**src/rtl/cmd_frame_parser.sv**
```systemverilog
// cmd_frame_parser: reads one HEAD/LEN/payload frame from the command FIFO
// and commits it atomically to NUM_REG registers. CMD_FRAME_PARSER_CSUM_EN adds an XOR checksum byte.
module cmd_frame_parser #(
  parameter int         NUM_REG   = 9,
  parameter logic [7:0] HEAD_BYTE = 8'hAA,
  parameter logic [7:0] RST_VAL   = 8'h00,
  parameter int         TO_CYC    = 1024
) (
  input  logic                 sys_clk,
  input  logic                 rst_n,
  input  logic                 fs,
  output logic                 fd,
  input  logic                 fifoc_empty,
  output logic                 fifoc_rxen,
  input  logic [7:0]           fifoc_rxd,
  output logic [NUM_REG*8-1:0] cmd_regs,
  output logic                 cmd_upd,
  output logic [1:0]           err
);

  localparam int RW = NUM_REG * 8;
  localparam int TW = $clog2(TO_CYC + 1);

  typedef enum logic [2:0] {
    S_IDLE, S_HEAD, S_LEN, S_DATA,
    S_CSUM, S_COMMIT, S_DONE
  } state_t;

`ifdef CMD_FRAME_PARSER_CSUM_EN
  localparam state_t S_PEND = S_CSUM;
`else
  localparam state_t S_PEND = S_COMMIT;
`endif

  state_t          state_q, state_d;
  logic            fs_q, fs_d;
  logic            pend_q, pend_d;
  logic [7:0]      len_q, len_d;
  logic [7:0]      idx_q, idx_d;
  logic [7:0]      csum_q, csum_d;
  logic [TW-1:0]   to_q, to_d;
  logic [1:0]      err_q, err_d;
  logic [RW-1:0]   shadow_q, shadow_d;
  logic [RW-1:0]   regs_q, regs_d;
  logic            rd_st, rd_go;

  always_ff @(posedge sys_clk or negedge rst_n) begin
    if (!rst_n) begin
      state_q  <= S_IDLE;
      fs_q     <= 1'b0;
      pend_q   <= 1'b0;
      len_q    <= 8'd0;
      idx_q    <= 8'd0;
      csum_q   <= 8'd0;
      to_q     <= '0;
      err_q    <= 2'd0;
      shadow_q <= {NUM_REG{RST_VAL}};
      regs_q   <= {NUM_REG{RST_VAL}};
    end else begin
      state_q  <= state_d;
      fs_q     <= fs_d;
      pend_q   <= pend_d;
      len_q    <= len_d;
      idx_q    <= idx_d;
      csum_q   <= csum_d;
      to_q     <= to_d;
      err_q    <= err_d;
      shadow_q <= shadow_d;
      regs_q   <= regs_d;
    end
  end

  always_comb begin
    state_d  = state_q;
    fs_d     = fs;
    pend_d   = rd_go;
    len_d    = len_q;
    idx_d    = idx_q;
    csum_d   = csum_q;
    to_d     = to_q;
    err_d    = err_q;
    shadow_d = shadow_q;
    regs_d   = regs_q;
    unique case (state_q)
      S_IDLE: begin
        if (fs && !fs_q) begin
          state_d = S_HEAD;
          err_d   = 2'd0;
          to_d    = '0;
          idx_d   = 8'd0;
        end
      end
      S_HEAD: begin
        if (pend_q) begin
          if (fifoc_rxd == HEAD_BYTE) begin
            state_d = S_LEN;
          end else begin
            err_d   = 2'd1;
            state_d = S_DONE;
          end
        end
      end
      S_LEN: begin
        if (pend_q) begin
          len_d  = fifoc_rxd;
          csum_d = fifoc_rxd;
          idx_d  = 8'd0;
          if (fifoc_rxd == 8'd0 || fifoc_rxd > 8'(NUM_REG)) begin
            err_d   = 2'd2;
            state_d = S_DONE;
          end else begin
            state_d = S_DATA;
          end
        end
      end
      S_DATA: begin
        if (pend_q) begin
          for (int k = 0; k < NUM_REG; k++) begin
            if (idx_q == 8'(k)) shadow_d[8*k +: 8] = fifoc_rxd;
          end
          csum_d = csum_q ^ fifoc_rxd;
          idx_d  = idx_q + 8'd1;
          if (idx_q == len_q - 8'd1) state_d = S_PEND;
        end
      end
      S_CSUM: begin
        if (pend_q) begin
          if (fifoc_rxd == csum_q) begin
            state_d = S_COMMIT;
          end else begin
            err_d   = 2'd3;
            state_d = S_DONE;
          end
        end
      end
      S_COMMIT: begin
        // Registers beyond this frame's length keep their previous contents
        for (int k = 0; k < NUM_REG; k++) begin
          if (8'(k) < len_q) regs_d[8*k +: 8] = shadow_q[8*k +: 8];
        end
        err_d   = 2'd0;
        state_d = S_DONE;
      end
      S_DONE: begin
        if (!fs) state_d = S_IDLE;
      end
      default: state_d = S_IDLE;
    endcase
    if (rd_st) begin
      if (pend_q) begin
        to_d = '0;
      end else if (fifoc_empty) begin
        if (to_q == TW'(TO_CYC - 1)) begin
          err_d   = 2'd3;
          state_d = S_DONE;
        end else begin
          to_d = to_q + TW'(1);
        end
      end
    end
  end

  always_comb begin
    rd_st = (state_q == S_HEAD) || (state_q == S_LEN) ||
            (state_q == S_DATA) || (state_q == S_CSUM);
    rd_go      = rd_st && !fifoc_empty && !pend_q;
    fifoc_rxen = rd_go;
    fd         = (state_q == S_DONE);
    cmd_upd    = (state_q == S_COMMIT);
    err        = err_q;
    cmd_regs   = regs_q;
  end

endmodule

```
**config.mk**
```make
export PLATFORM = sky130hd
export DESIGN_NAME = cmd_frame_parser
export DESIGN_NICKNAME = d
export VERILOG_FILES = /design/src/rtl/cmd_frame_parser.sv
export SDC_FILE = /design/constraint.sdc
export NUM_CORES = 1
export LEC_CHECK = 0
export CAP_MARGIN = 25
export CORE_MARGIN = 2
export CORE_UTILIZATION = 41
export CTS_BUF_LIST = sky130_fd_sc_hd__clkbuf_8
export DETAILED_ROUTE_END_ITERATION = 7
export HOLD_SLACK_MARGIN = 0.02
export MAX_ROUTING_LAYER = met4
export SKIP_CTS_REPAIR_TIMING = 1
export SYNTH_ARGS = -nofsm -noshare
export SYNTH_HDL_FRONTEND = slang
export SYNTH_SLANG_ARGS = --single-unit
```
**constraint.sdc**
```tcl
create_clock -name sys_clk -period 2.5 [get_ports sys_clk]
set_input_delay 0.75 -clock sys_clk [delete_from_list [all_inputs] [get_ports sys_clk]]
set_output_delay 0.75 -clock sys_clk [all_outputs]
set_load 0.01 [all_outputs]
```
Yosys cells after proc, flatten, opt, wreduce, memory -nomap -nowiden --
Index checks and enable logic that the tools add are counted.
Word-level totals: output and inout port bits 77, logic and storage cells 137, bits in registers 186
Cells by class: bitwise operators 1, multiplexer cells 40, equal/unequal tests 21, order comparisons 10, reductions and logical operators 36, add/sub/neg operators 3
Operators by type and width (number):
- 2-to-1 mux 11 bit | 6
- 2-to-1 mux 8 bit | 5
- 2-to-1 mux 3 bit | 13
- == test 8 x 3 -> 1 bit (second input constant) | 4
- < comparator 3 x 8 -> 1 bit (first input constant) | 4
- AND reduction 3 bit | 10
- 2-to-1 mux 2 bit | 12
- one-hot mux 8 bit (3 select lines) | 1
- one-hot mux 3 bit (7 select lines) | 1
- AND reduction 2 bit | 10
- == test 8 x 2 -> 1 bit (second input constant) | 2
- == test 8 bit | 2
- zero test 8 bit | 2
- < comparator 1 x 8 -> 1 bit (first input constant) | 2
- < comparator 2 x 8 -> 1 bit (first input constant) | 2
- one-hot mux 8 bit (2 select lines) | 1
- adder 11 x 1 -> 11 bit (second input constant) | 1
- == test 11 x 10 -> 1 bit (second input constant) | 1
- one-hot mux 2 bit (5 select lines) | 1
- == test 3 bit (second input constant) | 3
- adder 8 x 1 -> 8 bit (second input constant) | 1
- == test 8 x 1 -> 1 bit (second input constant) | 1
- == test 8 x 4 -> 1 bit (second input constant) | 1
- == test 8 bit (second input constant) | 1
- other kinds (14) | 24

Logic depth before layout (Yosys ltp) --
Gate-level depths: netlist of run 1.
depth in word-level cells 9, mapped depth 8, depth with buffers taken out 8

Worst setup path before layout of run 1 --
No wires, ideal clock.
path type input -> register, start point input port fifoc_rxd[2], end point register state_q[1], arrival time 2.185 ns, path slack 0.191 ns, cell stages on the path 7, library setup time 0.124 ns, cells stage by stage clkbuf_1 xor2_1 nor4_2 nand2_1 a311o_1 o31a_1 o31a_1
On the way: cells in the longest elaborated chain, start to end 8
Ends and longest elaborated chain:
- start: declaration | line 15 | input logic [7:0] fifoc_rxd,
- == test 8 bit (*) | line 128 | if (fifoc_rxd == csum_q) begin
- 2-to-1 mux 2 bit (*) | line 128
- 2-to-1 mux 3 bit (*) | line 127 | if (pend_q) begin
- one-hot mux 3 bit (7 select lines) (*) | line 84 | unique case (state_q)
- 2-to-1 mux 3 bit | line 153 | if (to_q == TW'(TO_CYC - 1)) begin
- 2-to-1 mux 3 bit | line 152 | end else if (fifoc_empty) begin
- 2-to-1 mux 3 bit | line 150 | if (pend_q) begin
- 2-to-1 mux 3 bit (*) | line 149 | if (rd_st) begin
- named net state_d[1] | line 35 | state_t state_q, state_d;
- end signal: assignment | line 60 | state_q <= state_d;
- end: declaration | line 35
Mark *: on every way through the listed nets, which the timed path passes. The rest lies on a longest branch. A chain may end at the register's enable or synchronous reset.

Worst setup path after layout of run 1 --
start point register state_q[1], end point output port fifoc_rxen
On the way: cells in the longest elaborated chain, start to end 6
Ends and longest elaborated chain:
- == test 3 x 1 -> 1 bit / == test 3 x 2 -> 1 bit (equally long branches) | line 164 | rd_st = (state_q == S_HEAD) || (state_q == S_LEN) ||
- logical OR 1 bit (2 in series) | line 164
- logical OR 1 bit (*) | line 165 | (state_q == S_DATA) || (state_q == S_CSUM);
- logical AND 1 bit (*) (2 in series) | line 166 | rd_go = rd_st && !fifoc_empty && !pend_q;
- end: declaration | line 14 | output logic fifoc_rxen,
Every way passes the cells marked *; elsewhere a longest branch is shown, timed or not.

==> metrics.txt, run 1 <==
Overflow after GRT=0; die area=21,300 um2; number of global-route vias before repair=between 5,000 and 6,000; post-synth cell types=53; Finished Cell Area=about 10,000 um2; Worst Path Max Fanout=4; Synth Register Bits=roughly 190; number of flops mapped to enable cells by yosys=0; DR WL/cell=about 19 um; Top Ports=89; antenna diode count=0; Pwr Density=roughly 940 nW/um2; Vias/cell=roughly 5.3; Port Buffers=between 80 and 90; Comb pwr share=roughly 33%; Peak VDD IR=577 uV; FFs w/ async S/R, synth=100%; Post-Syn Nets=approximately 670; syn_area_per_cell=about 13 um2; area of the mapped netlist=roughly 8200 um2; Die Wd=146 um; Fin. Hold Viols=0; yosys warns=0; Chip Height=around 150 um; CTS root buffer=clkbuf_8; crit end category=output pin; clock share of power=about 22%; Slew Viols, Final=0; clk buf depth=2; Final Hold Slack=around 240 ps; Finish-stage setup viols=0; Row Count=51; Placer Congestion=0.889; layout cell share with drive strength beyond 1=32.1%; Yosys top cell by area=dfrtp_1; Seq/Total Area, Yosys=a little under three fifths; Period minus WS final=around 2400 ps; critical path type=register to output pin; Internal=around 6.3 mW; first-pass GRT wire length=31.4 mm; Final nets=between 700 and 800; CTS tree=built; Finished Layout Cells=1,044; clk slew on worst S/H paths=around 100 ps; DP Area=~9600 um2; 1st-pass router iterations=4; Post-route DRC=0; Worst slew margin=about 48%; outcome=finished clean; Setup crit start kind=register; Post-Syn Instances=about 650; hpwl dp=13.1 mm; sequential power share=roughly 45%; largest net degree at the start of global routing=53; worst-margin pin slew=approximately 780 ps; worst hold path type=input pin to async pin; total CTS buffers=17; max_cap viols=0; RR Startpoint=state_q[1]; Worst R2R End=shadow_q[20]; fmax=~420 MHz; Tot Pwr=~9.4 mW; RSZ-0062 raised after global routing=false; clk_lat worst skew=around 470 ps; Vias=around 5,500; P&R area growth vs syn=22.3%; Required @ worst endpoint=1750 ps; CTS Sinks=186; drt initial violations=around 300; CP Data Arrival Time=approximately 1600 ps; # fillers=roughly 1,700; Leakage=4.45 nW; Clock Skew=20.5 ps; switching share of power=about 34%; area of the core=a little under 20,000 um2; setup TNS=0 ps; GRT Util Overall=19.2%; Starting Density=between 40% and 50%; share of the synthesized area in the top cell type=a little under three fifths; main flop type after synthesis=dfrtp_1; FF-to-FF path depth=8; WL final=19.3 mm; Synth area leaders=dfrtp_1 (56%), mux2_2 (20%), o21ai_0 (2.1%), a21oi_1 (2.1%), nand3_1 (1.6%); Net Sw Power=3.18 mW; post-route ant nets=0; initial antenna violation count=0; post-route core utilization=between 50% and 60%; reg-to-reg slack, setup=350 ps; final worst slack=107 ps; pre-CTS setup slack=-240 ps; H-tree depth reported by CTS=4; Tcrit/Tclk final=95.7%; Cells after DPL=about 1,000
==> how the worst max path moves through the flow <==
stage	startpoint	to	cells after the start
after CTS	state_q[1]	fifoc_rxen	5
after floorplan	fifoc_rxd[2]	state_q[1]	7
after global routing	state_q[1]	fifoc_rxen	5
final	state_q[1]	fifoc_rxen	5
after global placement	fifoc_rxd[4]	state_q[1]	7
after detailed placement	fifoc_rxd[0]	state_q[1]	7
==> state kept, by name, indices dropped and copies added, names as in the netlist <==
signal	count
state_q	3
shadow_q	72
cmd_regs	72
fs_q	1
to_q	11
csum_q	8
len_q	8
idx_q	8
pend_q	1
err	2
==> cell type report <==
type / instances / area, um2 / area share [%]
clock buffer: 18 / 248 / 2.46
clock inverter: 14 / 178 / 1.76
inverter: 11 / 41.3 / 0.409
multi-input combinational: 422 / 3410 / 33.9
sequential: 186 / 4650 / 46.1
tap: 265 / 332 / 3.29
timing repair buffer: 128 / 1220 / 12.1
==> synthesized netlist by cell type, drive strengths merged (2+ instances only) <==
cell type and instances:
dfrtp 186, mux2 150, o21ai 40, a21oi 36, nand2 33, nand3 32, clkbuf 26, nor2 21
xor2 14, inv 11, nor4 10, ha 9, nor3 9, and3 8, xnor2 8, buf 7
nand2b 6, a21o 5, nand4 5, nor3b 5, o211ai 5, a31oi 3, and2 3, nor2b 3
nand3b 2, o311ai 2, o31a 2
==> power by group through the flow <==
| stage | Combinational (mW) | Sequential [mW] | Clock [mW] |
|---|---|---|---|
| after detailed placement | 3.08 | 4.31 | 0 |
| after global placement | 3.02 | 4.29 | 0 |
| final | 3.10 | 4.26 | 2.08 |
| after CTS | 3.10 | 4.26 | 2.15 |
| after global routing | 3.37 | 4.36 | 2.27 |
| after floorplan | 1.58 | 4.32 | 0 |
==> worst max-delay path, cell delays in order (launching register included) <==
cell            delay [ps]
dfrtp_1                420
nor2_2                 180
xnor2_2                160
nand2_1                110
nor2_1                 130
dlymetal6s2s_1         190
==> cells in the final DEF, fill, tap and decap left out, types with 3 or more instances in the layout <==
master             n
a21o_1             4
a21oi_1           34
a31oi_1            3
and2_1             3
and3_1             8
buf_4             37
clkbuf_8          18
clkdlybuf4s50_1   84
clkinv_4           3
clkinv_8           4
dfrtp_1          186
dlymetal6s2s_1     3
ha_1               9
inv_1             10
inv_6              3
mux2_2           150
nand2_1           31
nand2b_1           6
nand3_1           27
nand3_2            5
nand4_1            5
nor2_1            16
nor2_2             3
nor3_1             9
nor3b_1            4
nor4_1             7
o211ai_1           5
o21ai_0           35
o21ai_2            4
xnor2_1            7
xor2_1            14
==> per-layer routing <==
layer | GRT usage [%] | part of all wire, %
met1 | 25.0 | 46
met2 | 31.0 | 50
met3 | 3.54 | 3.7
met4 | 5.34 | 1.1
met5 | - | 0
==> cells by family (layout without fill, tap and decap cells) <==
group / count (synthesis) / after routing / share of synthesized area, %
and+or+nand+nor: 140 / 140 / 9.68
buffers and inverters: 44 / 171 / 2.29
muxes: 150 / 150 / 20.5
DFF: 186 / 186 / 56.4
xor gates and xnor gates: 22 / 22 / 2.34
adders and majority gates: 9 / 9 / 1.37
AOI/OAI and AO/OA: 101 / 101 / 7.39
No activity file was read; power rests on OpenSTA's default activity.
==> run 2, diff against run 1 <==
--- a/config.mk
+++ b/config.mk
@@ -8,10 +8,10 @@
 export CAP_MARGIN = 25
 export CORE_MARGIN = 2
 export CORE_UTILIZATION = 41
-export CTS_BUF_LIST = sky130_fd_sc_hd__clkbuf_8
 export DETAILED_ROUTE_END_ITERATION = 7
 export HOLD_SLACK_MARGIN = 0.02
 export MAX_ROUTING_LAYER = met4
+export PLACE_DENSITY = 0.68
 export SKIP_CTS_REPAIR_TIMING = 1
 export SYNTH_ARGS = -nofsm -noshare
 export SYNTH_HDL_FRONTEND = slang
==> constraint.sdc (replaced) <==
create_clock -name sys_clk -period 2.9 [get_ports sys_clk]
set_input_delay 0.87 -clock sys_clk [delete_from_list [all_inputs] [get_ports sys_clk]]
set_output_delay 0.87 -clock sys_clk [all_outputs]
set_load 0.01 [all_outputs]
==> metrics.txt, run 2 (synthesis results as in run 1) <==
clk slew on worst S/H paths=70 ps (-30 ps); hpwl dp=13.0 mm (-0.63%); Clock Skew=19.3 ps (-1.18 ps); layout cell share with drive strength beyond 1=31.2% (-0.88 points); Final Hold Slack=416 ps (+175 ps); first-pass GRT wire length=31.7 mm (+0.88%); CP Data Arrival Time=1960 ps (+320 ps); # fillers=1,657 (-3.5%); worst hold path type=input pin to async pin; clk buf depth=2 (unchanged); Cells after DPL=998 (-1.4%); Slowest-stage cell, CP=clkdlybuf4s50_1; Internal=5.88 mW (-6.2%); Overflow after GRT=0 (unchanged); Vias=5,533 (+0.84%); Slew Viols, Final=0 (unchanged); Fin. Hold Viols=0 (unchanged); clock share of power=27.0% (+4.9 points); reg-to-reg slack, setup=500 ps (+150 ps); Period minus WS final=roughly 2800 ps; Setup crit start kind=register; Post-route DRC=0 (unchanged); met3 global-route usage=3.73% (+0.19 points); GR peak layer=met2; clk_lat worst skew=430 ps (-40 ps); pre-CTS setup slack=-19.6 ps (+221 ps); Top Family by Delay on Critical Path=buffers and inverters; Worst slew margin=40.4% (-7.6 points); CTS root buffer=clkbuf_16; worst path cell trace=buf_4 -> nor2_1 -> nand2_1 -> inv_4 -> clkdlybuf4s50_1; most frequent cells in the layout=dfrtp_1 (184), mux2_2 (150), clkdlybuf4s50_1 (86), o21ai_0 (35), a21oi_1 (34); outcome=finished clean; CTS Sinks=186 (unchanged); WL final=19.2 mm (-0.62%); number of global-route vias before repair=6,085 (+6.1%); Leakage=4.44 nW (-0.27%); commonest non-fill, non-tap cell in the layout=dfrtp_1; Vias/cell=5.35 (+1.8%); CTS tree=built; Final nets=777 (-1.3%); global routing usage on met2=33.1% (+2.1 points); P&R area growth vs syn=23.4%; switching share of power=32.3% (-1.4 points); launch point of the worst path=state_q[1]; Crit path largest cell delay=540 ps (+120 ps); H-tree depth reported by CTS=4 (unchanged); sequential power share=42.7% (-2.4 points); DP Area=9530 um2 (-1.1%); Chip Height=146 um (unchanged); area of the core=19,600 um2 (unchanged); max_cap viols=0 (unchanged); critical path type=register to output pin; Starting Density=42.1% (unchanged); Top Ports=89 (unchanged); Peak VDD IR=484 uV (-16%); Worst R2R End=state_q[1]; final worst slack=68.1 ps (-39.0 ps); Net Sw Power=2.80 mW (-12%); Buf+Inv Stages, Crit Path=3 (+2); Comb pwr share=30.4% (-2.4 points); GRT Util Overall=19.3% (+0.059 points); Multi-input gate area=3420 um2 (about the same); RR Startpoint=len_q[2]; crit end category=output pin; Row Count=51 (unchanged); Port Buffers=88 (unchanged); 1st-pass router iterations=4 (unchanged); post-route core utilization=51.9% (+0.46 points); largest net degree at the start of global routing=64 (+21%); Worst Path Max Fanout=11 (+7); RSZ-0062 raised after global routing=false; die area=21,300 um2 (unchanged); Finished Cell Area=10,200 um2 (+0.89%); total CTS buffers=17 (unchanged); Tot Pwr=8.68 mW (-8.1%); setup TNS=0 ps (unchanged); initial antenna violation count=0 (unchanged); post-route ant nets=0 (unchanged); Required @ worst endpoint=2030 ps (+280 ps); Die Wd=146 um (unchanged); Finished Layout Cells=1,034 (-0.96%); Crit path depth=5 (unchanged); antenna diode count=0 (unchanged); worst-margin pin slew=891 ps (+115 ps); DR WL/cell=18.6 um (+0.35%); fmax=approximately 350 MHz; drt initial violations=278 (-9.2%); Finish-stage setup viols=0 (unchanged); Critical Path End=cmd_upd; Sequential cell area=4660 um2 (about the same); met1 Usage GRT=23.0% (-2.0 points); Pwr Density=853 nW/um2 (-8.9%); Tcrit/Tclk final=97.7%; Placer Congestion=0.891 (+0.23%); FF-to-FF path depth=6 (-2)
[run 2: final cells by class]
class                           instances  share of cell area (%)
Inverter                               11                   0.430
Tap cell                              265                    3.26
Multi-Input combinational cell        422                    33.6
Sequential cell                       186                    45.8
Clock buffer                           19                    4.35
Clock inverter                         13                    1.46
Timing Repair Buffer                  118                    11.2
[run 2: worst min path at each step]
stage,from,endpoint,slack [ps],depth (start not counted)
4_1_cts,rst_n,cmd_regs[57],470,1
3_3_place_gp,shadow_q[68],shadow_q[68],480,1
3_5_place_dp,cmd_regs[13],cmd_regs[13],490,1
5_1_grt,rst_n,cmd_regs[56],480,1
2_1_floorplan,shadow_q[40],shadow_q[40],470,1
6_report,rst_n,cmd_regs[38],420,1
[run 2: routing by layer]
metal | up-vias | share of wire [%]
met3 | 12 | 2.8
met4 | 0 | 1.2
met2 | 118 | 53
li1 | 2536 | -
met1 | 2867 | 43
met5 | - | 0
[run 2: power groups by stage]
stage	clock (mW)	combinational [mW]	sequential, mW
after floorplan	0	1.36	3.72
after global routing	2.50	2.87	3.79
final	2.34	2.64	3.70
after detailed placement	0	2.60	3.73
after CTS	2.39	2.63	3.70
after global placement	0	2.52	3.71
